===== src/rtl/pcpi_insn_loader.sv =====
// Nibble-serial host loader that assembles a 32-bit instruction, issues it over PCPI and returns the result nibble by nibble.
// Optional ISSUE watchdog with sticky err flag is built when PCPI_TIMEOUT_EN is defined.
module pcpi_insn_loader #(
  parameter int TIMEOUT_CYCLES = 16
) (
  input  logic        clk,
  input  logic        rst_n,
  input  logic        strobe_in,
  input  logic [3:0]  nibble_in,
  output logic        ack_toggle,
  output logic [3:0]  nibble_out,
  output logic        busy,
  output logic        done,
  output logic        err,
  output logic        pcpi_valid,
  output logic [31:0] pcpi_insn,
  input  logic        pcpi_ready,
  input  logic        pcpi_wait,
  input  logic        pcpi_wr,
  input  logic [31:0] pcpi_rd
);

  localparam logic [1:0] ST_LOAD  = 2'd0;
  localparam logic [1:0] ST_ISSUE = 2'd1;
  localparam logic [1:0] ST_READ  = 2'd2;

  logic [1:0]  state;
  logic [2:0]  count;
  logic [31:0] result;
  logic        strobe_s1, strobe_s2, strobe_s3;
  logic [3:0]  nibble_s1, nibble_s2;
  logic [1:0]  warm;
  logic        armed;
  logic        capture;
  logic        timeout;

  // Two-flop synchronizer plus a delay stage for edge detection. A strobe
  // already high at reset release must fall before it can be captured, so
  // capture is armed only after the pipeline has refilled and seen it low.
  // NOTE: sequential state uses non-blocking assignments so every flop samples pre-edge values.
  always_ff @(posedge clk or negedge rst_n) begin
    if (!rst_n) begin
      strobe_s1 <= 1'b0;
      strobe_s2 <= 1'b0;
      strobe_s3 <= 1'b0;
      nibble_s1 <= 4'h0;
      nibble_s2 <= 4'h0;
      warm      <= 2'd0;
      armed     <= 1'b0;
    end else begin
      strobe_s1 <= strobe_in;
      strobe_s2 <= strobe_s1;
      strobe_s3 <= strobe_s2;
      nibble_s1 <= nibble_in;
      nibble_s2 <= nibble_s1;
      if (warm != 2'd2) warm <= warm + 2'd1;
      if (warm == 2'd2 && !strobe_s2) armed <= 1'b1;
    end
  end

  assign capture = armed & strobe_s2 & ~strobe_s3;

`ifdef PCPI_TIMEOUT_EN
  localparam int WD_W = $clog2(TIMEOUT_CYCLES + 1);

  logic [WD_W-1:0] wd_count;
  logic            err_q;

  assign timeout = (state == ST_ISSUE) && !pcpi_ready && !pcpi_wait &&
                   (wd_count == WD_W'(TIMEOUT_CYCLES - 1));

  always_ff @(posedge clk or negedge rst_n) begin
    if (!rst_n) begin
      wd_count <= '0;
      err_q    <= 1'b0;
    end else begin
      if (state != ST_ISSUE || pcpi_ready || pcpi_wait) wd_count <= '0;
      else                                               wd_count <= wd_count + 1'b1;
      if (timeout && !pcpi_ready)                err_q <= 1'b1;
      else if (state == ST_LOAD && capture)      err_q <= 1'b0;
    end
  end

  assign err = err_q;
`else
  localparam int unused_timeout_cycles = TIMEOUT_CYCLES;
  logic unused_wait;

  assign unused_wait = pcpi_wait;
  assign timeout     = 1'b0;
  assign err         = 1'b0;
`endif

  // NOTE: the instruction and result registers are reset like control state so a mid-transfer reset leaves no stale word.
  always_ff @(posedge clk or negedge rst_n) begin
    if (!rst_n) begin
      state      <= ST_LOAD;
      count      <= 3'd0;
      pcpi_valid <= 1'b0;
      pcpi_insn  <= 32'h0;
      result     <= 32'h0;
      ack_toggle <= 1'b0;
      done       <= 1'b0;
    end else begin
      done <= 1'b0;
      case (state)
        ST_LOAD: begin
          if (capture) begin
            pcpi_insn[{count, 2'b00} +: 4] <= nibble_s2;
            count      <= count + 3'd1;
            ack_toggle <= ~ack_toggle;
            if (count == 3'd7) begin
              state      <= ST_ISSUE;
              pcpi_valid <= 1'b1;
            end
          end
        end
        ST_ISSUE: begin
          // Ready wins over a simultaneous watchdog expiry.
          if (pcpi_ready) begin
            pcpi_valid <= 1'b0;
            if (pcpi_wr) begin
              result <= pcpi_rd;
              state  <= ST_READ;
            end else begin
              state <= ST_LOAD;
              done  <= 1'b1;
            end
          end else if (timeout) begin
            pcpi_valid <= 1'b0;
            state      <= ST_LOAD;
            done       <= 1'b1;
          end
        end
        ST_READ: begin
          if (capture) begin
            count      <= count + 3'd1;
            ack_toggle <= ~ack_toggle;
            if (count == 3'd7) begin
              state <= ST_LOAD;
              done  <= 1'b1;
            end
          end
        end
        default: state <= ST_LOAD;
      endcase
    end
  end

  // NOTE: every combinational output gets a default first so no latch is inferred.
  always_comb begin
    nibble_out = 4'h0;
    if (state == ST_READ) nibble_out = result[{count, 2'b00} +: 4];
  end

  assign busy = (state != ST_LOAD);

endmodule


===== config.mk =====
export PLATFORM = sky130hd
export DESIGN_NAME = pcpi_insn_loader
export DESIGN_NICKNAME = d
export VERILOG_FILES = /design/src/rtl/pcpi_insn_loader.sv
export SDC_FILE = /design/constraint.sdc
export NUM_CORES = 1
export LEC_CHECK = 0
export CAP_MARGIN = 20
export CORE_MARGIN = 2
export CORE_UTILIZATION = 30
export CTS_CLUSTER_SIZE = 14
export DETAILED_ROUTE_END_ITERATION = 16
export GPL_ROUTABILITY_DRIVEN = 1
export PLACE_DENSITY = 0.54
export SLEW_MARGIN = 20
export SYNTH_ARGS = -nofsm -noshare
export SYNTH_HDL_FRONTEND = slang
export SYNTH_SLANG_ARGS = --single-unit

===== constraint.sdc =====
create_clock -name clk -period 3.37 [get_ports clk]
set_clock_uncertainty 0.15 [all_clocks]
set_input_delay 0.8425 -clock clk [delete_from_list [all_inputs] [get_ports clk]]
set_output_delay 0.8425 -clock clk [all_outputs]
set_load 0.02 [all_outputs]

==> impl_metrics.tcl <==
set metrics [dict create \
    synth.net_count 318 \
    num_rows 41 \
    overflow 0 \
    fmax_ghz 0.317 \
    p_per_area_nw_per_um2 862 \
    synth_seq_cells 86 \
    tritoncts "done" \
    crit_type "flip-flop to primary output" \
    ant_nets 0 \
    cts_root_buf "clkbuf_16" \
    rsz0062_at_grt "no" \
    start_util 0.306 \
    fillers 1208 \
    post-route-period-util 0.937 \
    first_pass_iters 4 \
    clk_path_buf_depth 2 \
    drv_slew 0 \
    cp-end-kind "primary output" \
    holdWs_ns 0.197 \
    fin_area_sq_um 5120 \
    place_area_sq_um 4810 \
    hp-class "flip-flop to flip-flop" \
    finalSetupViolations 0 \
    path_cells "mux4_2 > nand2_1 > a21oi_1 > clkdlybuf4s50_1" \
    antenna_found_initial 0 \
    clk-insertion-delay-late_ns 0.33 \
    wl_per_cell_microns 15.1 \
    cp-start-kind "flip-flop" \
    relSlewSlack 0.468 \
    synth_area_per_cell_sq_um 14.5 \
    clk_pin_slew_ns 0.06 \
    tns_ns 0 \
    async_flop_share 1.00 \
    clkSinkCount 86 \
    fp.coreArea_sq_um 12600 \
    wl_microns 7980 \
    tightest_slew_ns 0.799 \
    io_buffer_count 80 \
    die-area_sq_um 13700 \
    drc_errors 0 \
    final_cell_mix "dfrtp_1, clkdlybuf4s50_1, mux2_2, nand2_1, inv_1" \
    yosys_warnings 0 \
    grt_pass1_wl_microns 12600 \
    die_h_microns 117 \
    layout-drive-gt1-share 0.282 \
    syn_to_final_growth_pct 33.2 \
    critical_path.max_fanout 9 \
    min_period_ns 3.16 \
    cts_buffers 9 \
    peakVddDrop_mv 0.269 \
    vias 2358 \
    final_common_cell "dfrtp_1" \
    vias_per_cell 4.47 \
    hpwl_microns 5710 \
    grt_usage 0.123 \
    synth-seq-area-share 0.560 \
    critPathSlowestCell "mux4_2" \
    slowest_delay_ns 0.56 \
    synthesis.area_sq_um 3840 \
    syn_inst 265 \
    grt_max_degree 87 \
    htreeDepth 3 \
    synth_cell_types 39 \
    p_leak_nw 2.23 \
    worstPathArrival_ns 2.16 \
    post_cts_buffers 0 \
    io_pins 83 \
    die_w_microns 117 \
    antenna_cells 0 \
    drt_iter0_markers 54 \
    ff2ff_setup_slack_ns 0.53 \
    first_global_vias 2462 \
    worst_ep_required_time_ns 2.38 \
    hold_viol 0 \
    synth_edf_count 0 \
    layout.nets 403 \
    gp_congestion 0.763 \
    outcome "finished, final reports clean" \
    synthFlopType "dfrtp_1" \
    cap_violations 0 \
]
## critical path, delay by kind of cell, from the launching register on
family,cells,cell delay [ns]
flip-flops,1,0.55
AO/OA/AOI/OAI,1,0.06
AND/OR/NAND/NOR,1,0.09
multiplexers,1,0.56
buffers and inverters,1,0.56
## path summary, 6_finish.rpt
path | startpoint | end | depth (start not counted)
min in group asynchronous | rst_n | result[2]$_DFFE_PN0P_ | 1
max in group asynchronous | rst_n | pcpi_insn[19]$_DFFE_PN0P_ | 1
hold / removal | nibble_s1[0]$_DFF_PN0_ | nibble_s2[0]$_DFF_PN0_ | 0
setup / recovery | count[0]$_DFFE_PN0P_ | nibble_out[1] | 4
hold reg to reg | nibble_s1[0]$_DFF_PN0_ | nibble_s2[0]$_DFF_PN0_ | 0
setup reg to reg | count[0]$_DFFE_PN0P_ | pcpi_insn[2]$_DFFE_PN0P_ | 7
## Yosys cell counts (2+ instances only)
cell type	number	area, sq um
dfrtp_1	86	2150
mux2_2	62	698
nand2_1	15	56.3
inv_1	13	48.8
ha_1	11	138
and2_1	8	50.1
mux4_2	8	180
a21oi_1	6	30.0
nand3_1	5	25.0
and3_1	4	25.0
buf_2	4	20.0
mux2i_1	4	40.0
buf_6	3	33.8
nor2_1	3	11.3
nor4b_4	3	71.3
o21ai_0	3	15.0
buf_4	2	15.0
nand2b_1	2	12.5
o2bb2ai_1	2	17.5
xnor2_1	2	17.5
## power breakdown
part	total (mW)	internal, mW	switching [mW]
Sequential	1.66	1.41	0.252
Clock	0.997	0.611	0.386
Combinational	1.76	0.949	0.812
## per-stage QoR
step	setup WS, ns	std cells	power (mW)	util
global route	0.125	527	4.70	0.407
detailed placement	0.271	511	3.46	0.383
CTS	0.163	527	4.48	0.407
global placement	0.334	511	3.41	0.383
floorplan	0.981	265	2.84	-
finish	0.213	527	4.42	0.407
## cells by family after synthesis
group                    count (synthesis)  share of synthesized area
flip-flops                              86                      0.560
multiplexers                            74                      0.239
AND/OR/NAND/NOR                         51                     0.0980
buffers and inverters                   23                     0.0316
AO/OA/AOI/OAI                           16                     0.0280
adder cells (fa/ha/maj)                 11                     0.0358
XOR/XNOR                                 3                    0.00684
other                                    1                   0.000976
## repair_timing
item	in CTS	in global routing
hold buffers	0	0
gates resized for setup	1	0
setup endpoints to repair	4	0
endpoints found under the hold margin	0	0
## state kept, by name (all words and copies together) (netlist names)
register / count
strobe_s1: 1
nibble_s2: 4
nibble_s1: 4
done: 1
ack_toggle: 1
state: 2
pcpi_insn: 32
armed: 1
strobe_s2: 1
pcpi_valid: 1
result: 32
warm: 2
strobe_s3: 1
count: 3
## layout make-up
type | count | area [sq um] | area share
Sequential cell | 86 | 2150 | 0.420
Multi-Input combinational cell | 156 | 1570 | 0.307
Timing Repair Buffer | 84 | 832 | 0.162
Clock buffer | 12 | 256 | 0.0501
Tap cell | 172 | 215 | 0.0420
Inverter | 13 | 48.8 | 0.00953
Clock inverter | 4 | 45.0 | 0.00880
## metal layers
metal / up-vias / GRT usage / wire length (microns)
met1: 1203 / 0.154 / 3490
met2: 42 / 0.202 / 4030
li1: 1106 / - / -
met4: 0 / 0.0518 / 119
met3: 7 / 0.0324 / 334
met5: - / 0 / 0
Note: power is estimated with default switching activity, not from simulation.
==> RTL change, RTL diff (config.mk and constraints unchanged) <==
Build with the macro `PCPI_TIMEOUT_EN` defined.
--- a/src/rtl/pcpi_insn_loader.sv
+++ b/src/rtl/pcpi_insn_loader.sv
@@ -1,4 +1,6 @@
 // Nibble-serial host loader that assembles a 32-bit instruction, issues it over PCPI and returns the result nibble by nibble.
 // Optional ISSUE watchdog with sticky err flag is built when PCPI_TIMEOUT_EN is defined.
+`define PCPI_TIMEOUT_EN
+
 module pcpi_insn_loader #(
   parameter int TIMEOUT_CYCLES = 16
Behaviour: no difference found for any inputs over 10 cycles, from zero or initial values and one cycle with rst_n low; that may be too few to reach the edited logic, so the function may still have changed.
==> RTL change against the original RTL <==
  * Worst setup slack improved by 0.014 ns
  * Final area up 3.6%
  * Clock power up 7%
  * Sequential share of layout area rose by 1.4 points
  * Sequential cell count grew 6
  * Via count is 2.6% higher
  * Cell count grew 2.7%
  * Synthesized area increased by 2.8%
  * Synthesized cell count is 4.5% higher
  * Wire length grew 2.6%
  * Total power grew 3.4%
  * Largest cell class unchanged
==> RTL change: results (changes against the original RTL) <==
| Metric | Value |
|---|---|
| Final WL | 8180 microns (was 7980 microns) |
| Largest fanout on the critical path | 11 (was 9) |
| Vias in the first global route | 2596 (was 2462) |
| Area of the multi-input gates | 1550 sq um (was 1570 sq um) |
| Met2 WL | 3950 microns (was 4030 microns) |
| Commonest cells in the synthesized netlist | dfrtp_1 (92), mux2_2 (57), inv_1 (13) (was dfrtp_1 (86), mux2_2 (62), nand2_1 (15)) |
| Routed wl met3 | 295 microns (was 334 microns) |
| FF-to-FF End | pcpi_insn[9] (was pcpi_insn[2]) |
| Leakage | 2.36 nW (was 2.23 nW) |
| VDD IR-drop max | 0.240 mV (was 0.269 mV) |
| Layout cells sized above 1 | 24.9% (was 28.2%) |
| Bufs w/o clock | 87 (was 84) |
| R2R depth | 6 (was 7) |
| Part of the power in registers | 39.3% (was 37.6%) |
| DP HPWL | 5980 microns (was 5710 microns) |
| First-pass GRT wire length | 13200 microns (was 12600 microns) |
| Worst r2r src | count[2] (was count[0]) |
| Resize count post-CTS | 0 (was 1) |
| Setup slack after layout | 0.228 ns (was 0.213 ns) |
| Iter 0 DRT Violations | 100 (was 54) |
| Met1 Track Usage GR | 16.0% (was 15.4%) |
| Comb. pwr | 1.71 mW (was 1.76 mW) |
| Slowest CP cell | dfrtp_1 (was mux4_2) |
| Seq/Total Area, Yosys | 58.3% (was 56.0%) |
| Net Count, Synth | 330 (was 318) |
| Largest net degree at the start of global routing | 52 (was 87) |
| Seq/total area | 43.4% (was 42.0%) |
| Crit path to | nibble_out[2] (was nibble_out[1]) |
| Max incr delay on CP | 0.63 ns (was 0.56 ns) |
| Buffering overhead | 16.4% (was 16.2%) |
| Layout clock area frac | 5.99% (was 5.89%) |
| Largest registers | pcpi_insn x32, result x32, wd_count x5 (was pcpi_insn x32, result x32) |
| Port bufs | 82 (was 80) |
| Status | complete, no violations (unchanged) |
| FILL cells | 1247 (was 1208) |
| Synth unique cells | 41 (was 39) |
| Synth area leaders | dfrtp_1 (58%), mux2_2 (16%), ha_1 (3.5%) (was dfrtp_1 (56%), mux2_2 (18%), mux4_2 (4.7%)) |
| Met2 Usage GRT | 19.0% (was 20.2%) |
| Crit-path leading delay family | flip-flops (was multiplexers) |
| Final net count | 417 (was 403) |
| Total number of vias | 2420 (was 2358) |
| Gr usage total | 12.0% (was 12.3%) |
| # clk buffers | 11 (was 12) |
| Gpl congestion | 0.719 (was 0.763) |
| Switch Pwr | 1.44 mW (was 1.45 mW) |
| Comb_multi_in | 161 (was 156) |
RTL change: cell count changes after synthesis, moves of 4 or more:
| cell | before | now |
|---|---|---|
| nand2_1 | 15 | 7 |
| and2_1 | 8 | 1 |
| mux2i_1 | 4 | 11 |
| clkbuf_1 | 1 | 7 |
| dfrtp_1 | 86 | 92 |
| mux2_1 | 0 | 5 |
| mux2_2 | 62 | 57 |
| nor2b_1 | 1 | 6 |
| o22ai_1 | 0 | 5 |
| a21oi_1 | 6 | 2 |
| mux2_4 | 0 | 4 |
| mux4_2 | 8 | 4 |
| nor2_1 | 3 | 7 |
RTL change: logic make-up after synthesis:
group	synth area share, %
compound gates	3.23
simple gates	7.25
fa+ha+maj	3.48
flops	58.3
mux	24.3
buf+inv	2.38
xor+xnor	1.11
RTL change: worst min path at each step:
| stage | start | endpoint | slack (ns) |
|---|---|---|---|
| 2_1_floorplan | nibble_s1[0] | nibble_s2[0] | 0.18 |
| 3_3_place_gp | nibble_s1[3] | nibble_s2[3] | 0.18 |
| 3_5_place_dp | nibble_s1[3] | nibble_s2[3] | 0.19 |
| 4_1_cts | nibble_s1[3] | nibble_s2[3] | 0.20 |
| 5_1_grt | nibble_s1[3] | nibble_s2[3] | 0.21 |
| 6_report | nibble_s1[3] | nibble_s2[3] | 0.20 |
RTL change: through the flow:
step / cells / power, mW / cell area (sq um) / utilization, %
after CTS: 541 / 4.63 / 5310 / 41.7
after global routing: 541 / 4.85 / 5310 / 41.7
after detailed placement: 525 / 3.54 / 4990 / 39.2
after floorplan: 277 / 2.84 / 3950 / -
final: 541 / 4.57 / 5310 / 41.7
after global placement: 525 / 3.52 / 4990 / 39.2
